[src/rtl/llc_set_read.sv]
// llc_set_read: reads one LLC set into per-way output buffers and keeps those
// buffers coherent with writes from llc_update while the read is in flight or held.
// Ports:
//   clk, rst                 clock, asynchronous active-high reset
//   rd_req_valid/set/ready   set-read request handshake
//   rd_en, rd_set            memory read strobe and address (combinational on accept)
//   mem_*                    per-way memory read data, valid the cycle after rd_en
//   upd_*                    single-way write snoop from llc_update
//   bufs_valid/ready         output handshake; *_buf, evict_way_buf, bufs_set hold the set
module llc_set_read #(
    localparam int LLC_WAYS    = 4,
    localparam int LLC_SET_W   = 8,
    localparam int LLC_WAY_W   = 2,
    localparam int LLC_TAG_W   = 12,
    localparam int LLC_STATE_W = 2,
    localparam int HPROT_W     = 1,
    localparam int SHARERS_W   = 4,
    localparam int OWNER_W     = 2,
    localparam int LINE_W      = 32
) (
    input  logic                   clk,
    input  logic                   rst,
    input  logic                   rd_req_valid,
    input  logic [LLC_SET_W-1:0]   rd_req_set,
    output logic                   rd_req_ready,
    output logic                   rd_en,
    output logic [LLC_SET_W-1:0]   rd_set,
    input  logic [LLC_TAG_W-1:0]   mem_tags       [LLC_WAYS],
    input  logic [LLC_STATE_W-1:0] mem_states     [LLC_WAYS],
    input  logic [HPROT_W-1:0]     mem_hprots     [LLC_WAYS],
    input  logic                   mem_dirty_bits [LLC_WAYS],
    input  logic [SHARERS_W-1:0]   mem_sharers    [LLC_WAYS],
    input  logic [OWNER_W-1:0]     mem_owners     [LLC_WAYS],
    input  logic [LINE_W-1:0]      mem_lines      [LLC_WAYS],
    input  logic [LLC_WAY_W-1:0]   mem_evict_way,
    input  logic                   upd_wr_en,
    input  logic                   upd_wr_en_evict_way,
    input  logic [LLC_SET_W-1:0]   upd_set,
    input  logic [LLC_WAY_W-1:0]   upd_way,
    input  logic [LLC_TAG_W-1:0]   upd_data_tag,
    input  logic [LLC_STATE_W-1:0] upd_data_state,
    input  logic [HPROT_W-1:0]     upd_data_hprot,
    input  logic                   upd_data_dirty_bit,
    input  logic [SHARERS_W-1:0]   upd_data_sharers,
    input  logic [OWNER_W-1:0]     upd_data_owner,
    input  logic [LINE_W-1:0]      upd_data_line,
    input  logic [LLC_WAY_W-1:0]   upd_data_evict_way,
    output logic                   bufs_valid,
    input  logic                   bufs_ready,
    output logic [LLC_TAG_W-1:0]   tags_buf       [LLC_WAYS],
    output logic [LLC_STATE_W-1:0] states_buf     [LLC_WAYS],
    output logic [HPROT_W-1:0]     hprots_buf     [LLC_WAYS],
    output logic                   dirty_bits_buf [LLC_WAYS],
    output logic [SHARERS_W-1:0]   sharers_buf    [LLC_WAYS],
    output logic [OWNER_W-1:0]     owners_buf     [LLC_WAYS],
    output logic [LINE_W-1:0]      lines_buf      [LLC_WAYS],
    output logic [LLC_WAY_W-1:0]   evict_way_buf,
    output logic [LLC_SET_W-1:0]   bufs_set
);
    typedef enum logic [1:0] {IDLE, WAIT, HOLD} state_t;
    state_t                 r_state, w_state_nxt;
    logic                   w_accept, w_live, w_upd_ev_hit;
    logic [LLC_WAYS-1:0]    w_upd_way, w_pend_way;
    logic                   r_pend_valid, r_pend_ev;
    logic [LLC_WAY_W-1:0]   r_pend_way, r_pend_evict_way;
    logic [LLC_TAG_W-1:0]   r_pend_tag;
    logic [LLC_STATE_W-1:0] r_pend_state;
    logic [HPROT_W-1:0]     r_pend_hprot;
    logic                   r_pend_dirty;
    logic [SHARERS_W-1:0]   r_pend_sharers;
    logic [OWNER_W-1:0]     r_pend_owner;
    logic [LINE_W-1:0]      r_pend_line;
    // Ready is masked while rst is high so nothing is accepted during reset.
    always_comb begin
        rd_req_ready = !rst && (r_state == IDLE || (r_state == HOLD && bufs_ready));
        w_accept     = rd_req_valid && rd_req_ready;
        rd_en        = w_accept;
        rd_set       = rd_req_set;
        bufs_valid   = r_state == HOLD;
        w_live       = r_state != IDLE;
        w_state_nxt  = w_accept ? WAIT :
                       r_state == WAIT ? HOLD :
                       (r_state == HOLD && bufs_ready) ? IDLE : r_state;
    end
    always_ff @(posedge clk or posedge rst) begin
        if (rst) r_state <= IDLE;
        else     r_state <= w_state_nxt;
    end
    // Writes that hit the set being read (WAIT) or held (HOLD); bufs_set already
    // holds that set from the accept cycle onward.
    always_comb begin
        w_upd_way    = '0;
        w_pend_way   = '0;
        w_upd_ev_hit = upd_wr_en_evict_way && upd_set == bufs_set;
        for (int w = 0; w < LLC_WAYS; w++) begin
            w_upd_way[w]  = upd_wr_en && upd_set == bufs_set && upd_way == LLC_WAY_W'(w);
            w_pend_way[w] = r_pend_valid && r_pend_way == LLC_WAY_W'(w);
        end
    end
    // A write in the accept cycle is missed by the read-first memory, so it is
    // parked here for exactly one cycle and replayed over mem_* in WAIT.
    always_ff @(posedge clk or posedge rst) begin
        if (rst) begin
            r_pend_valid     <= 1'b0;
            r_pend_ev        <= 1'b0;
            r_pend_way       <= '0;
            r_pend_evict_way <= '0;
            r_pend_tag       <= '0;
            r_pend_state     <= '0;
            r_pend_hprot     <= '0;
            r_pend_dirty     <= 1'b0;
            r_pend_sharers   <= '0;
            r_pend_owner     <= '0;
            r_pend_line      <= '0;
        end else begin
            r_pend_valid     <= w_accept && upd_wr_en && upd_set == rd_req_set;
            r_pend_ev        <= w_accept && upd_wr_en_evict_way && upd_set == rd_req_set;
            r_pend_way       <= upd_way;
            r_pend_evict_way <= upd_data_evict_way;
            r_pend_tag       <= upd_data_tag;
            r_pend_state     <= upd_data_state;
            r_pend_hprot     <= upd_data_hprot;
            r_pend_dirty     <= upd_data_dirty_bit;
            r_pend_sharers   <= upd_data_sharers;
            r_pend_owner     <= upd_data_owner;
            r_pend_line      <= upd_data_line;
        end
    end
    // Priority per way: live write > pending write > memory data.
    always_ff @(posedge clk or posedge rst) begin
        if (rst) begin
            bufs_set      <= '0;
            evict_way_buf <= '0;
            for (int w = 0; w < LLC_WAYS; w++) begin
                tags_buf[w]       <= '0;
                states_buf[w]     <= '0;
                hprots_buf[w]     <= '0;
                dirty_bits_buf[w] <= 1'b0;
                sharers_buf[w]    <= '0;
                owners_buf[w]     <= '0;
                lines_buf[w]      <= '0;
            end
        end else begin
            if (w_accept) bufs_set <= rd_req_set;
            for (int w = 0; w < LLC_WAYS; w++) begin
                if (w_live && w_upd_way[w]) begin
                    tags_buf[w]       <= upd_data_tag;
                    states_buf[w]     <= upd_data_state;
                    hprots_buf[w]     <= upd_data_hprot;
                    dirty_bits_buf[w] <= upd_data_dirty_bit;
                    sharers_buf[w]    <= upd_data_sharers;
                    owners_buf[w]     <= upd_data_owner;
                    lines_buf[w]      <= upd_data_line;
                end else if (r_state == WAIT && w_pend_way[w]) begin
                    tags_buf[w]       <= r_pend_tag;
                    states_buf[w]     <= r_pend_state;
                    hprots_buf[w]     <= r_pend_hprot;
                    dirty_bits_buf[w] <= r_pend_dirty;
                    sharers_buf[w]    <= r_pend_sharers;
                    owners_buf[w]     <= r_pend_owner;
                    lines_buf[w]      <= r_pend_line;
                end else if (r_state == WAIT) begin
                    tags_buf[w]       <= mem_tags[w];
                    states_buf[w]     <= mem_states[w];
                    hprots_buf[w]     <= mem_hprots[w];
                    dirty_bits_buf[w] <= mem_dirty_bits[w];
                    sharers_buf[w]    <= mem_sharers[w];
                    owners_buf[w]     <= mem_owners[w];
                    lines_buf[w]      <= mem_lines[w];
                end
            end
            if (w_live && w_upd_ev_hit) evict_way_buf <= upd_data_evict_way;
            else if (r_state == WAIT)   evict_way_buf <= r_pend_ev ? r_pend_evict_way : mem_evict_way;
        end
    end
endmodule
[config.mk]
export PLATFORM = sky130hd
export DESIGN_NAME = llc_set_read
export DESIGN_NICKNAME = d
export VERILOG_FILES = /design/src/rtl/llc_set_read.sv
export SDC_FILE = /design/constraint.sdc
export NUM_CORES = 1
export LEC_CHECK = 0
export BUFFER_PORTS_ARGS = -buffer_cell sky130_fd_sc_hd__buf_2
export CAP_MARGIN = 20
export CORE_AREA = 2 2 211 213
export DETAILED_ROUTE_END_ITERATION = 8
export DIE_AREA = 0 0 213 215
export PLACE_DENSITY = 0.65
export SYNTH_ARGS = -nofsm -noshare
export SYNTH_HDL_FRONTEND = slang
export SYNTH_SLANG_ARGS = --single-unit
[constraint.sdc]
create_clock -name clk -period 10.6 [get_ports clk]
set_input_delay 2.12 -clock clk [delete_from_list [all_inputs] [get_ports clk]]
set_output_delay 2.12 -clock clk [all_outputs]
set_load 0.05 [all_outputs]
# Yosys cells after proc, flatten, opt, wreduce, memory -nomap -nowiden
# Index checks and enable logic that the tools add are counted.
dict set report word_totals {
  reg_bits 288
  word_cells 180
  out_inout_bits 237
  input_bits 298
}
dict set report op_classes {
  n_eq_ne 10
  n_reduce_logical 38
  n_mux 90
}
# op count
set ops {}
lappend ops {{$mux W32} 12}
lappend ops {{$mux W12} 12}
lappend ops {{$mux W2} 30}
lappend ops {{$mux W4} 12}
lappend ops {{$logic_and A1 B1 Y1} 26}
lappend ops {{$mux W1} 24}
lappend ops {{$eq A8 B8 Y1} 2}
lappend ops {{$reduce_bool A3 Y1} 5}
lappend ops {{$eq A2 B2 Y1 const B} 5}
lappend ops {{$eq A2 B1 Y1 const B} 3}
lappend ops {{$logic_not A2 Y1} 3}
lappend ops {{$reduce_bool A2 Y1} 2}
lappend ops {{$logic_not A1 Y1} 1}
lappend ops {{$logic_or A1 B1 Y1} 1}

# Longest topological paths before layout
dict set report logic_depth {
  depth_word 7
  mapped_depth 8
  depth_no_buf 4
}

# Worst setup path after synthesis
# No wires, ideal clock.
dict set report synth_path {
  kind {input-to-output}
  startpoint {input bufs_ready}
  endpoint {output rd_en}
  t_required_ns 8.480
  slack_ns 5.506
  stages 3
  arrival_time_ns 2.974
  path_buffers 1
  path_cell_list {inv_1 a2111oi_0 buf_2}
}
dict set report synth_via {
  elab_chain_cells 4
}
# item line_no
set synth_rtl {}
lappend synth_rtl {{start: declaration} 49} ;# input logic bufs_ready,
lappend synth_rtl {{$logic_and A1 B1 Y1} 75} ;# rd_req_ready = !rst && (r_state == IDLE || (r_state == HOLD && bufs_ready));
lappend synth_rtl {{$logic_or A1 B1 Y1} 75}
lappend synth_rtl {{$logic_and A1 B1 Y1} 75}
lappend synth_rtl {{$logic_and A1 B1 Y1} 76} ;# w_accept = rd_req_valid && rd_req_ready;
lappend synth_rtl {{end: declaration} 26} ;# output logic rd_en,
# Every way passes these cells.

# Final worst setup path
dict set report layout_path {
  startpoint {input rst}
  endpoint {output rd_en}
}
dict set report layout_via {
  elab_chain_cells 3
}
# item line_no
set layout_rtl {}
lappend layout_rtl {{start: declaration} 22} ;# input logic rst,
lappend layout_rtl {{$logic_not A1 Y1 (no source line)} --}
lappend layout_rtl {{$logic_and A1 B1 Y1} 75}
lappend layout_rtl {{$logic_and A1 B1 Y1} 76}
# Every way passes these cells.

==> parameters.txt <==
Parameter                              Value

Synthesis
  Mapped Area ... 15610 um^2
  Warning count from the yosys run ... 0
  Total nets after synthesis ... around 1900
  Portion of the post-synthesis area used by sequential elements ... 46.18%
  Syn Inst Count ... 1621
  Seq cells post-synth ... 288
  Yosys cell types ... 38
  Average cell area after synthesis ... between 9 and 10 um^2

Global routing
  Number of global-route vias before repair ... 15050
  Total global routing track utilization ... 25.02%
  Remaining global-route overflow ... 0
  Wire length of the first global-routing pass ... ~90000 um
  Maximum number of pins on one net before global-route repair ... 189
  Antenna violations before repair ... 19

Worst setup path
  Startpoint type of the worst setup path ... input pin
  Critical Path End Type ... output pin
  Most common cell on crit path ... buf_2
  Crit path max-delay family ... buffers and inverters
  Crit path max fanout ... 11
  Worst reg2reg setup slack ... 7.33 ns
  Worst setup endpoint ... rd_en
  Launch point of the critical path ... rst
  Critical path's largest stage delay ... around 0.34 ns
  Worst r2r src ... r_pend_way[1]
  Chain of cells forming the critical path ... buf_2 -> a2111oi_2 -> buf_4 -> buf_2
  Cell depth of the worst setup path ... 4
  Reg2reg path depth ... 6
  CP Data Required Time ... 8.48 ns
  End of the worst register-to-register path ... owners_buf[6]
  Arrival time worst endpoint ... ~3.2 ns
  Master of the slowest instance on the critical path ... a2111oi_2
  Critical path type ... input pin to output pin
  CP bufs+invs ... 3

Drt
  DRC viols ... 0
  Number of detailed-route iterations in the first pass ... 5
  Post-route antenna net violation count ... 0
  Wirelength per Cell ... 21.94 um
  Detailed-route vias per instance ... 5.485
  Via Count ... 14690
  Post-detailed-routing wire length ... approximately 60000 um
  Violation count after the first detailed-routing iteration ... 1369

Run
  Number of violations of the max-capacitance limit ... 0

Timing
  Final hold violations ... 0
  Final-layout worst hold slack ... 0.5550 ns
  Rel. slew slack ... 20.51%
  Total Neg Setup Slack ... 0 ns
  Period utilization ... 49.88%
  Minimum period implied by the final worst setup slack ... 5.287 ns
  Final Skew ... 0.01821 ns
  Max-slew violations ... 0
  Final count of negative-setup-slack endpoints ... 0
  RSZ-0062 raised after global routing ... no
  Slew at the pin with the worst max-slew slack ... between 1 and 1.5 ns
  Max Freq ... 189.1 MHz

Clock tree
  Max Root-Sink Buffers ... 3
  Cells resized by post-CTS repair ... 0
  Clock slew seen by the registers of the worst setup and hold paths ... 0.05 ns
  Worst-Skew Late Latency ... 0.54 ns
  Root Buffer ... clkbuf_16
  Number of buffers added by the clock tree synthesis step ... 36
  Sink count of the clock tree ... 288
  CTS H-tree depth ... 2
  CTS tree ... yes
  Postcts setup bufs ... 0
  Number of hold buffers added after cts ... 0

Floorplanning
  Core footprint ... 43640 um^2
  Initial core utilization ... 35.76%
  Overall die height ... 215 um
  Row cnt ... 77
  Die Wd ... around 210 um
  Total Die Area ... 45800 um^2
  # IOs ... 535

Placed design
  Quantity of I/O buffers inserted on ports ... approximately 530
  Final Wtd Congestion ... 0.8574
  HPWL after detailed placement ... 39180 um

Power and ir drop
  Leakage power total ... about 9.5 nW
  Power Dens Cells ... ~310 nW/um^2
  Worst vdd ir ... 0.0001546 V

Run status
  Run status ... finished, final reports clean

Cells and area
  Commonest cells after routing, fill and taps aside ... 534 x buf_2, 287 x dfrtp_1, 214 x o21ai_0, 172 x a21oi_1, 138 x mux2i_1
  Synthesis-to-finish area growth ... 26.15%
  # nets final ... 2347
  Leading cell type in the layout, fill and taps excluded ... buf_2
  Share of layout cells above drive strength 1 ... between 30% and 40%

Min path
  Class of the worst hold path ... flop to flop
-- where the power goes --
| group | switching (mW) | internal [mW] |
|---|---|---|
| logic | 2.30 | 0.804 |
| registers | 0.275 | 1.53 |
| clock network | 0.498 | 0.705 |
-- logic make-up after synthesis --
family / share of synthesized area [%]
compound gates: 23.98
xor+xnor: 0.8978
buf+inv: 6.325
flops: 46.18
mux: 15.34
simple gates: 7.279
-- stage by stage --
step / instances / power, mW / util [%] / worst slack [ns] / area (um^2)
2_1_floorplan: 1621 / 4.091 / - / 0.5310 / 15610
3_3_place_gp: 2602 / 4.863 / 42.39 / 5.324 / 18500
3_5_place_dp: 2602 / 4.925 / 42.39 / 5.309 / 18500
4_1_cts: 2666 / 6.150 / 44.99 / 5.312 / 19630
5_1_grt: 2676 / 6.412 / 45.10 / 5.237 / 19680
6_report: 2678 / 6.111 / 45.11 / 5.313 / 19690
-- flip-flops by register name, summed over array words and instances (netlist names) --
signal	count
lines_buf	128
tags_buf	48
r_pend_line	32
sharers_buf	16
r_pend_tag	12
bufs_set	8
owners_buf	8
states_buf	8
dirty_bits_buf	4
hprots_buf	4
r_pend_sharers	4
evict_way_buf	2
r_pend_evict_way	2
r_pend_owner	2
r_pend_state	2
r_pend_way	2
r_state	2
r_pend_dirty	1
r_pend_ev	1
r_pend_hprot	1
r_pend_valid	1
-- per-layer routing --
metal / vias to the layer above / track usage [%] / wire, um
met3: 121 / 7.292 / 5198
met5: - / 0 / 90
met1: 7264 / 31.35 / 23570
li1: 6654 / - / -
met4: 16 / 8.858 / 1795
met2: 635 / 40.91 / 28090
-- final cells by class --
type	count	area, um^2
fillers	4288	23950
clock buffers	56	1087
repair buffers	555	2875
well taps	592	740.7
multi-input cells	1111	7478
flip-flops and latches	288	7211
clock inverters	8	47.55
diodes	11	27.53
inverters	57	221.5
-- worst min-delay path by stage --
stage,from,to,slack [ns],depth (start not counted)
after floorplan,r_state[0],r_state[1],0.59,2
after detailed placement,bufs_set[1],bufs_set[1],0.55,1
final,bufs_set[0],bufs_set[0],0.55,1
after global placement,bufs_set[0],bufs_set[0],0.54,1
after global routing,bufs_set[1],bufs_set[1],0.57,1
after CTS,bufs_set[1],bufs_set[1],0.56,1
-- cell usage after synthesis --
cell,count,share of area [%]
dfrtp_1,288,46
o21ai_0,214,6.9
a21oi_1,172,5.5
mux2i_1,138,8.9
a21boi_0,108,5.2
o22ai_1,108,4.3
clkbuf_1,103,2.5
nor2_1,88,2.1
mux2_1,72,5.2
inv_1,57,1.4
nand2_1,57,1.4
nor2b_1,52,2.1
o2bb2ai_1,28,1.6
buf_4,20,0.96
buf_1,19,0.46
mux2_2,18,1.3
xor2_1,16,0.90
buf_2,15,0.48
buf_6,8,0.58
nor4_1,6,0.24
a211oi_1,4,0.19
a31oi_1,4,0.16
nand3b_1,4,0.19
nand4_1,3,0.12
a21o_1,2,0.096
and2_1,2,0.080
and3_1,2,0.080
nand2b_1,2,0.080
nand4_4,2,0.27
a2111oi_0,1,0.056
and3b_1,1,0.056
and4b_1,1,0.064
nand4b_2,1,0.096
nand4bb_1,1,0.072
nor3_4,1,0.10
nor3b_1,1,0.048
nor4_4,1,0.14
nor4bb_1,1,0.064
(Power assumes the default switching activity.)
